[config.mk]
export PLATFORM = sky130hd
export DESIGN_NAME = arith_ctl
export DESIGN_NICKNAME = d
export VERILOG_FILES = /design/src/rtl/arith_ctl.sv
export SDC_FILE = /design/constraint.sdc
export NUM_CORES = 1
export LEC_CHECK = 0
export CORE_MARGIN = 2
export CORE_UTILIZATION = 40
export DETAILED_ROUTE_END_ITERATION = 8
export PLACE_DENSITY = 0.79
export SYNTH_ARGS = -nofsm -noshare
export SYNTH_HDL_FRONTEND = slang
export SYNTH_SLANG_ARGS = --single-unit
export TNS_END_PERCENT = 100
[constraint.sdc]
create_clock -name clk -period 3.3 [get_ports clk]
set_clock_uncertainty 0.05 [all_clocks]
set_input_delay 0.99 -clock clk [delete_from_list [all_inputs] [get_ports clk]]
set_output_delay 0.99 -clock clk [all_outputs]
set_load 0.05 [all_outputs]
[src/rtl/arith_ctl.sv]
// MIX arithmetic sequencer: fetches a field-selected operand, drives an external
// sign-magnitude adder and writes rA / overflow. Define ARITH_CMP_EN to add CMPA.
module arith_ctl (
  input  logic        clk,
  input  logic        reset,
  input  logic        start,
  input  logic [5:0]  command,
  input  logic [5:0]  field,
  input  logic [11:0] address,
  output logic        stop,
  output logic        err,
  output logic        mem_req,
  output logic [11:0] mem_addr,
  input  logic        mem_ack,
  input  logic [30:0] mem_data,
  output logic        add_start,
  output logic [30:0] add_in1,
  output logic [30:0] add_in2,
  input  logic        add_stop,
  input  logic [30:0] add_out,
  input  logic        add_overflow,
  input  logic [30:0] ra_in,
  output logic [30:0] ra_out,
  output logic        ra_we,
  output logic        ovf_set
`ifdef ARITH_CMP_EN
  ,
  output logic [1:0]  cmp_out,
  output logic        cmp_we
`endif
);

  localparam logic [5:0] C_ADD  = 6'd1;
  localparam logic [5:0] C_SUB  = 6'd2;
  localparam logic [5:0] C_CMPA = 6'd56;

  typedef enum logic [2:0] {IDLE, FETCH, EXEC, WAIT, DONE} state_t;

  state_t      state, state_next;
  logic [5:0]  cmd_reg;
  logic [2:0]  l_reg, r_reg;
  logic [11:0] addr_reg;
  logic [30:0] op1_reg, op2_reg;
  logic        err_reg;

  logic        cmd_ok, field_ok, is_cmp;
  logic [30:0] mem_field, ra_field;

  // Bytes max(L,1)..R right-justified; L=0 also carries the sign.
  function automatic logic [30:0] extract(input logic [30:0] word,
                                          input logic [2:0] l, input logic [2:0] r);
    logic [2:0]  lo, cnt;
    logic [4:0]  sh_r, sh_c;
    logic [29:0] mag, mask;
    lo   = (l == 3'd0) ? 3'd1 : l;
    cnt  = r - lo + 3'd1;
    sh_r = 5'(3'd5 - r) * 5'd6;
    sh_c = 5'(cnt) * 5'd6;
    mag  = word[29:0] >> sh_r;
    mask = ~(30'h3FFF_FFFF << sh_c);
    return {(l == 3'd0) ? word[30] : 1'b0, mag & mask};
  endfunction

`ifdef ARITH_CMP_EN
  assign cmd_ok = (command == C_ADD) || (command == C_SUB) || (command == C_CMPA);
  assign is_cmp = (cmd_reg == C_CMPA);
`else
  assign cmd_ok = (command == C_ADD) || (command == C_SUB);
  assign is_cmp = 1'b0;
`endif

  assign field_ok  = (field[5:3] <= field[2:0]) && (field[2:0] <= 3'd5);
  assign mem_field = extract(mem_data, l_reg, r_reg);
  assign ra_field  = extract(ra_in, l_reg, r_reg);

  always_ff @(posedge clk or posedge reset) begin
    if (reset) begin
      state    <= IDLE;
      cmd_reg  <= '0;
      l_reg    <= '0;
      r_reg    <= '0;
      addr_reg <= '0;
      op1_reg  <= '0;
      op2_reg  <= '0;
      err_reg  <= 1'b0;
    end else begin
      state <= state_next;
      if (state == IDLE && start) begin
        cmd_reg  <= command;
        l_reg    <= field[5:3];
        r_reg    <= field[2:0];
        addr_reg <= address;
        err_reg  <= !(cmd_ok && field_ok);
      end
      // SUB and CMPA both subtract the fetched field.
      if (state == FETCH && mem_ack) begin
        op1_reg <= is_cmp ? ra_field : ra_in;
        op2_reg <= (cmd_reg == C_ADD) ? mem_field : {~mem_field[30], mem_field[29:0]};
      end
    end
  end

  always_comb begin
    state_next = state;
    stop       = 1'b0;
    err        = 1'b0;
    mem_req    = 1'b0;
    mem_addr   = '0;
    add_start  = 1'b0;
    add_in1    = '0;
    add_in2    = '0;
    ra_out     = '0;
    ra_we      = 1'b0;
    ovf_set    = 1'b0;
`ifdef ARITH_CMP_EN
    cmp_out    = 2'b00;
    cmp_we     = 1'b0;
`endif
    case (state)
      IDLE: begin
        if (start) state_next = (cmd_ok && field_ok) ? FETCH : DONE;
      end
      FETCH: begin
        mem_req  = 1'b1;
        mem_addr = addr_reg;
        if (mem_ack) state_next = EXEC;
      end
      EXEC: begin
        add_start  = 1'b1;
        add_in1    = op1_reg;
        add_in2    = op2_reg;
        state_next = WAIT;
      end
      WAIT: begin
        add_in1 = op1_reg;
        add_in2 = op2_reg;
        if (add_stop) begin
          state_next = DONE;
          if (!is_cmp) begin
            ra_we   = 1'b1;
            ra_out  = add_out;
            ovf_set = add_overflow;
          end
`ifdef ARITH_CMP_EN
          else begin
            // +0 and -0 both compare EQUAL.
            cmp_we  = 1'b1;
            cmp_out = (add_out[29:0] == 30'd0) ? 2'b10 : (add_out[30] ? 2'b01 : 2'b11);
          end
`endif
        end
      end
      DONE: begin
        stop       = 1'b1;
        err        = err_reg;
        state_next = IDLE;
      end
      default: state_next = IDLE;
    endcase
  end

endmodule

## Yosys cells after proc, flatten, opt, wreduce, memory -nomap -nowiden

Index checks and enable logic that the tools add are counted.

| storage, ports and cells | value |
|---|---|
| flip-flop bits (word level) | 90 |
| latch bits | 0 |
| RAM bits | 0 |
| ROM bits | 0 |
| bits of input ports | 123 |
| output and inout bits | 111 |
| word-level logic and storage cells | 61 |
| memories | 0 |

| operators by class | value |
|---|---|
| add/sub/neg operators | 3 |
| multipliers | 2 |
| div/mod/pow operators | 0 |
| order comparisons | 2 |
| equality and inequality tests | 10 |
| shift-type cells | 2 |
| mux-type cells | 21 |
| bitwise gates (word level) | 3 |
| reductions and logical operators | 10 |

Operator list:

| cell | number |
|---|---|
| 2-to-1 mux 31 bit | 5 |
| bitwise AND 30 bit | 1 |
| NOT 30 bit | 1 |
| << shifter 30 x 5 -> 30 bit, first input constant | 1 |
| >> shifter 30 x 5 -> 30 bit | 1 |
| 2-to-1 mux 3 bit | 5 |
| equality test 6 x 1 -> 1 bit, second input constant | 2 |
| 2-to-1 mux 12 bit | 1 |
| case mux 3 bit (4 select lines) | 1 |
| 2-to-1 mux 1 bit | 9 |
| equality test 3 x 2 -> 1 bit, second input constant | 2 |
| equality test 6 x 2 -> 1 bit, second input constant | 1 |
| logical NOT 3 bit | 2 |
| inequality test 2 bit, second input constant | 3 |
| multiplier 5 x 2 -> 4 bit, second input constant | 1 |
| logical AND 1 bit | 4 |
| multiplier 3 x 2 -> 4 bit, second input constant | 1 |
| subtractor 3 x 3 -> 4 bit, first input constant | 1 |
| adder 3 x 1 -> 3 bit, second input constant | 1 |
| equality test 3 x 1 -> 1 bit, second input constant | 1 |
| equality test 3 bit, second input constant | 1 |
| <= comparator 3 bit | 1 |
| <= comparator 3 bit, second input constant | 1 |
| AND reduction 3 bit | 1 |
| 5 further kinds | 5 |

## Longest topological paths before layout

| depth | value |
|---|---|
| depth in word-level cells | 9 |
| mapped depth | 12 |
| gate-level depth less buffers | 12 |

## Worst setup path after synthesis

No wires, ideal clock.

| path | value |
|---|---|
| path type | input-to-output |
| start point | input add_stop |
| end point | output ra_out[10] |
| arrival | 2.301 ns |
| data required time | 2.260 ns |
| slack | -0.041 ns |
| stages on the path | 3 |
| buffers on the path | 1 |
| cells stage by stage | and3_1 clkbuf_1 and2_1 |

| between the ends | value |
|---|---|
| cells in the longest elaborated chain, start to end | 2 |

Ends and longest elaborated chain:

| item | line | text |
|---|---|---|
| from (decl) | 19 | `input logic add_stop,` |
| 2-to-1 mux 31 bit | 137 | `if (add_stop) begin` |
| 2-to-1 mux 31 bit | 119 | `case (state)` |
| to (decl) | 23 | `output logic [30:0] ra_out,` |

No other way between the ends.

## Worst setup path after layout

| path | value |
|---|---|
| start point | input add_stop |
| end point | output ra_out[5] |

Same word-level chain as after synthesis.

==> flow_metrics.env <==
export IMPL_status="finished clean"
export IMPL_timing_critical_path_from_type="input port"
export IMPL_area_growth_synth_to_final_pct=71.0
export IMPL_fin_crit_sh_pct=97.8
export IMPL_area_sequential_um2=2250
export IMPL_total_cell_area_at_the_placement_stage_um2=9340
export IMPL_cts_max_path_buffers=2
export IMPL_number_of_global_route_vias_before_repair=5106
export IMPL_setup_violations=0
export IMPL_drv_cap=0
export IMPL_portion_of_total_power_attributed_to_sequential_cells_pct=18.6
export IMPL_die_height_um=123
export IMPL_worst_slew_pin_transition_ns=0.941
export IMPL_synth_top_cell_by_area="sky130_fd_sc_hd__dfrtp_1"
export IMPL_ios=234
export IMPL_timing_critical_path_cells="clkdlybuf4s50_1, and3_1, buf_12, and2_1, buf_12"
export IMPL_footprint_of_the_multi_input_gates_um2=3200
export IMPL_critical_path_reg2reg_startpoint="l_reg[1]$_DFFE_PP0P_"
export IMPL_wirelength_met1_um=7240
export IMPL_tritoncts="built"
export IMPL_whs_path_depth=2
export IMPL_clock_power_share_pct=10.6
export IMPL_place_detailed_hpwl_um=13800
export IMPL_dpl_cell_count=1007
export IMPL_yosys_reg_bits=90
export IMPL_post_synth_num_cell_types=47
export IMPL_antenna_cells=0
export IMPL_power_density_cell_area_nw_per_um2=1000
export IMPL_whs_endpoint="op1_reg[19]$_DFFE_PP0P_"
export IMPL_synth_area_per_cell_um2=9.22
export IMPL_switching_share_pct=47.1
export IMPL_synthesis_area_um2=5660
export IMPL_netlist_top_cells_area="sky130_fd_sc_hd__dfrtp_1 (40%), sky130_fd_sc_hd__and2_1 (12%), sky130_fd_sc_hd__nand2_1 (9.0%)"
export IMPL_grt_start_max_net_pins=36
export IMPL_hold_start="op1_reg[19]$_DFFE_PP0P_"
export IMPL_final_instance_count_excl_fill=1024
export IMPL_crit_path_max_fanout=33
export IMPL_vias_per_cell=5.09
export IMPL_hold_buffers=0
export IMPL_hold_class="flop to flop"
export IMPL_floorplan_initialDensity_pct=40.9
export IMPL_worst_r2r_endpoint="op2_reg[2]$_DFFE_PP0P_"
export IMPL_post_route_cells_drive_above_1_share_pct=24.8
export IMPL_minimum_setup_slack_among_reg_to_reg_paths_ns=0.10
export IMPL_drt_drc_violations_left=0
export IMPL_place_gp_congestion=0.929
export IMPL_power_leakage_nw=4.25
export IMPL_max_stage_delay_ns=0.48
export IMPL_routed_wire_length_per_instance_um=16.9
export IMPL_syn_inst=614
export IMPL_clkSinkCount=90
export IMPL_fmax_mhz=310
export IMPL_met3_wirelength_um=1030
export IMPL_area_share_of_the_largest_cell_type_after_synthesis_pct=39.8
export IMPL_ant_nets=0
export IMPL_cts_clk_slew_worst_paths_ns=0.06
export IMPL_die_w_um=123
export IMPL_p_switching_mw=4.57
export IMPL_internal_power_mw=5.13
export IMPL_ir_worst_vdd_uv=827
export IMPL_critical_path_most_common_cell="sky130_fd_sc_hd__buf_12"
export IMPL_h_tree_depth=3
export IMPL_report_final_slew_viol_count=0
export IMPL_final_core_util_pct=70.0
export IMPL_timing_final_crit_period_ns=3.23
export IMPL_fp_coreArea_um2=13800
export IMPL_groute_usage_overall_pct=23.3
export IMPL_met2RoutedLength_um=8850
export IMPL_critical_path_required_ns=2.26
export IMPL_clk_insertion_delay_late_ns=0.33
export IMPL_ys_warnings_count=0
export IMPL_syn_nets=750
export IMPL_power_share_combinational_pct=70.7
export IMPL_drt_pass1_iterations=4
export IMPL_setup_worst_path_class="input port to output port"
export IMPL_routed_wl_um=17300
export IMPL_grt_pass1_wl_um=27400
export IMPL_cts_root_buffer_cell="sky130_fd_sc_hd__clkbuf_16"
export IMPL_critPathArrivalTime_ns=2.19
export IMPL_reg2regPathDepth=12
export IMPL_grt_antenna_before_repair=0
export IMPL_critPathCaptureType="output port"
export IMPL_globalRouteOverflowTotal=0
export IMPL_io_buffers=233
export IMPL_cp_slowest_cell="sky130_fd_sc_hd__clkdlybuf4s50_1"
export IMPL_number_of_inserted_filler_cells_in_the_final_layout=970
export IMPL_timing_final_hold_violations=0
export IMPL_crit_buf_inv=3
export IMPL_top_layer="met4"
export IMPL_fin_area_um2=9680
export IMPL_dr_first_iter_drc_count=405
export IMPL_cts_made_buffers=9
export IMPL_synth_sequential_area_ratio_pct=39.8
export IMPL_rows=43
export IMPL_floorplan_die_area_um2=15100
export IMPL_nets_finish=976
export IMPL_slew_limit_headroom_pct=36.8
export IMPL_detailroute_via_count=5210
export IMPL_critPathTopFamily="buffers and inverters"
## layout by cell type, fill, tap and decap left out, types with 2 or more instances in the layout
master / count
sky130_fd_sc_hd__mux2i_1: 20
sky130_fd_sc_hd__and3_1: 3
sky130_fd_sc_hd__clkdlybuf4s50_1: 124
sky130_fd_sc_hd__ha_1: 12
sky130_fd_sc_hd__o31ai_1: 12
sky130_fd_sc_hd__clkbuf_8: 2
sky130_fd_sc_hd__mux4_2: 12
sky130_fd_sc_hd__a32o_1: 4
sky130_fd_sc_hd__buf_12: 111
sky130_fd_sc_hd__o21ai_0: 19
sky130_fd_sc_hd__mux2_2: 35
sky130_fd_sc_hd__xnor2_1: 5
sky130_fd_sc_hd__nor2_1: 17
sky130_fd_sc_hd__nand3_1: 8
sky130_fd_sc_hd__a22oi_1: 4
sky130_fd_sc_hd__inv_1: 15
sky130_fd_sc_hd__buf_4: 23
sky130_fd_sc_hd__o2111ai_1: 2
sky130_fd_sc_hd__o211ai_1: 9
sky130_fd_sc_hd__clkbuf_16: 9
sky130_fd_sc_hd__nor4_1: 4
sky130_fd_sc_hd__nor3_1: 8
sky130_fd_sc_hd__and2_1: 108
sky130_fd_sc_hd__a21oi_1: 11
sky130_fd_sc_hd__a22o_1: 6
sky130_fd_sc_hd__xor2_1: 2
sky130_fd_sc_hd__nor2b_1: 2
sky130_fd_sc_hd__nand2_1: 136
sky130_fd_sc_hd__dfrtp_1: 90
sky130_fd_sc_hd__o211a_1: 2
sky130_fd_sc_hd__clkinvlp_4: 2
## what timing repair did
item,in CTS,in global routing
pin swaps,0,2
endpoints found under the setup margin,1,8
gates resized for setup,0,5
setup buffers,1,1
## worst reg2reg max path, delay by kind of cell, from the launching register on
kind            cells  cell delay (ns)
compound gates      2             0.42
fa+ha+maj           3             0.80
buf+inv             1             0.10
xor+xnor            3             0.87
simple gates        3             0.44
flops               1             0.41
## how the worst max path moves through the flow
stage	slack (ns)	endpoint	from	cells past startpoint
after global placement	0.10	ra_out[16]	add_stop	5
after detailed placement	0.07	ovf_set	add_stop	5
after global routing	-0.03	op2_reg[28]$_DFFE_PP0P_	l_reg[1]$_DFFE_PP0P_	12
after floorplan	0.11	op2_reg[28]$_DFFE_PP0P_	r_reg[1]$_DFFE_PP0P_	12
after CTS	0.004	op2_reg[28]$_DFFE_PP0P_	r_reg[1]$_DFFE_PP0P_	12
final	0.07	ra_out[5]	add_stop	5
## area by class of cell
| class | count | share of cell area [%] |
|---|---|---|
| sequential | 90 | 23.3 |
| inverter | 17 | 0.698 |
| tap | 180 | 2.33 |
| clock inverter | 4 | 0.530 |
| timing repair buffer | 258 | 37.6 |
| multi-input combinational | 464 | 33.0 |
| clock buffer | 11 | 2.61 |
## Yosys cell counts, drive strengths merged
cell type and instances:
mux2i 21, nor2 17, xor3 1, o21ai 21
clkbuf 29, nand3b 1, nor2b 3, a211oi 1
o22ai 1, nand3 9, a32o 4, nor3 9
o211a 2, mux2 35, a21oi 11, xnor2 6
a31oi 1, o211ai 9, xnor3 1, a211o 1
mux4 12, or4b 1, a311oi 1, nor4b 1
a22o 6, buf 14, and2 108, nor4 4
o21bai 1, a22oi 4, o21a 1, inv 17
o31ai 12, fa 1, nand2 136, xor2 3
dfrtp 90, and3 3, ha 12, or3 2
o2111ai 2
## cell families (layout without fill, tap and decap cells)
group | after synthesis | after routing | synth area share (%)
mux | 68 | 68 | 15.5
simple gates | 294 | 294 | 25.5
fa+ha+maj | 13 | 13 | 3.01
flops | 90 | 90 | 39.8
buf+inv | 60 | 290 | 4.42
xor+xnor | 11 | 11 | 2.36
compound gates | 78 | 78 | 9.37
## per-layer routing
| layer | GRT usage [%] | vias up |
|---|---|---|
| li1 | - | 2535 |
| met1 | 30.3 | 2490 |
| met2 | 40.1 | 172 |
| met3 | 3.74 | 13 |
| met4 | 7.03 | 0 |
| met5 | 0 | - |
## power by group through the flow
stage	registers, mW	logic [mW]	clock network (mW)
6_report	1.81	6.86	1.03
5_1_grt	1.87	7.31	1.11
4_1_cts	1.81	6.65	1.05
3_5_place_dp	1.83	6.59	0
3_3_place_gp	1.80	6.47	0
2_1_floorplan	1.72	4.47	0
## through the flow
| stage | setup TNS (ns) | hold WS, ns | total power, mW | worst slack [ns] |
|---|---|---|---|---|
| floorplan | 0 | 0.387 | 6.19 | 0.105 |
| global placement | 0 | 0.398 | 8.27 | 0.101 |
| detailed placement | 0 | 0.404 | 8.41 | 0.0680 |
| CTS | 0 | 0.419 | 9.51 | 0.00405 |
| global route | -0.0858 | 0.442 | 10.3 | -0.0288 |
| finish | 0 | 0.415 | 9.70 | 0.0727 |
No activity file was read; power rests on OpenSTA's default activity.
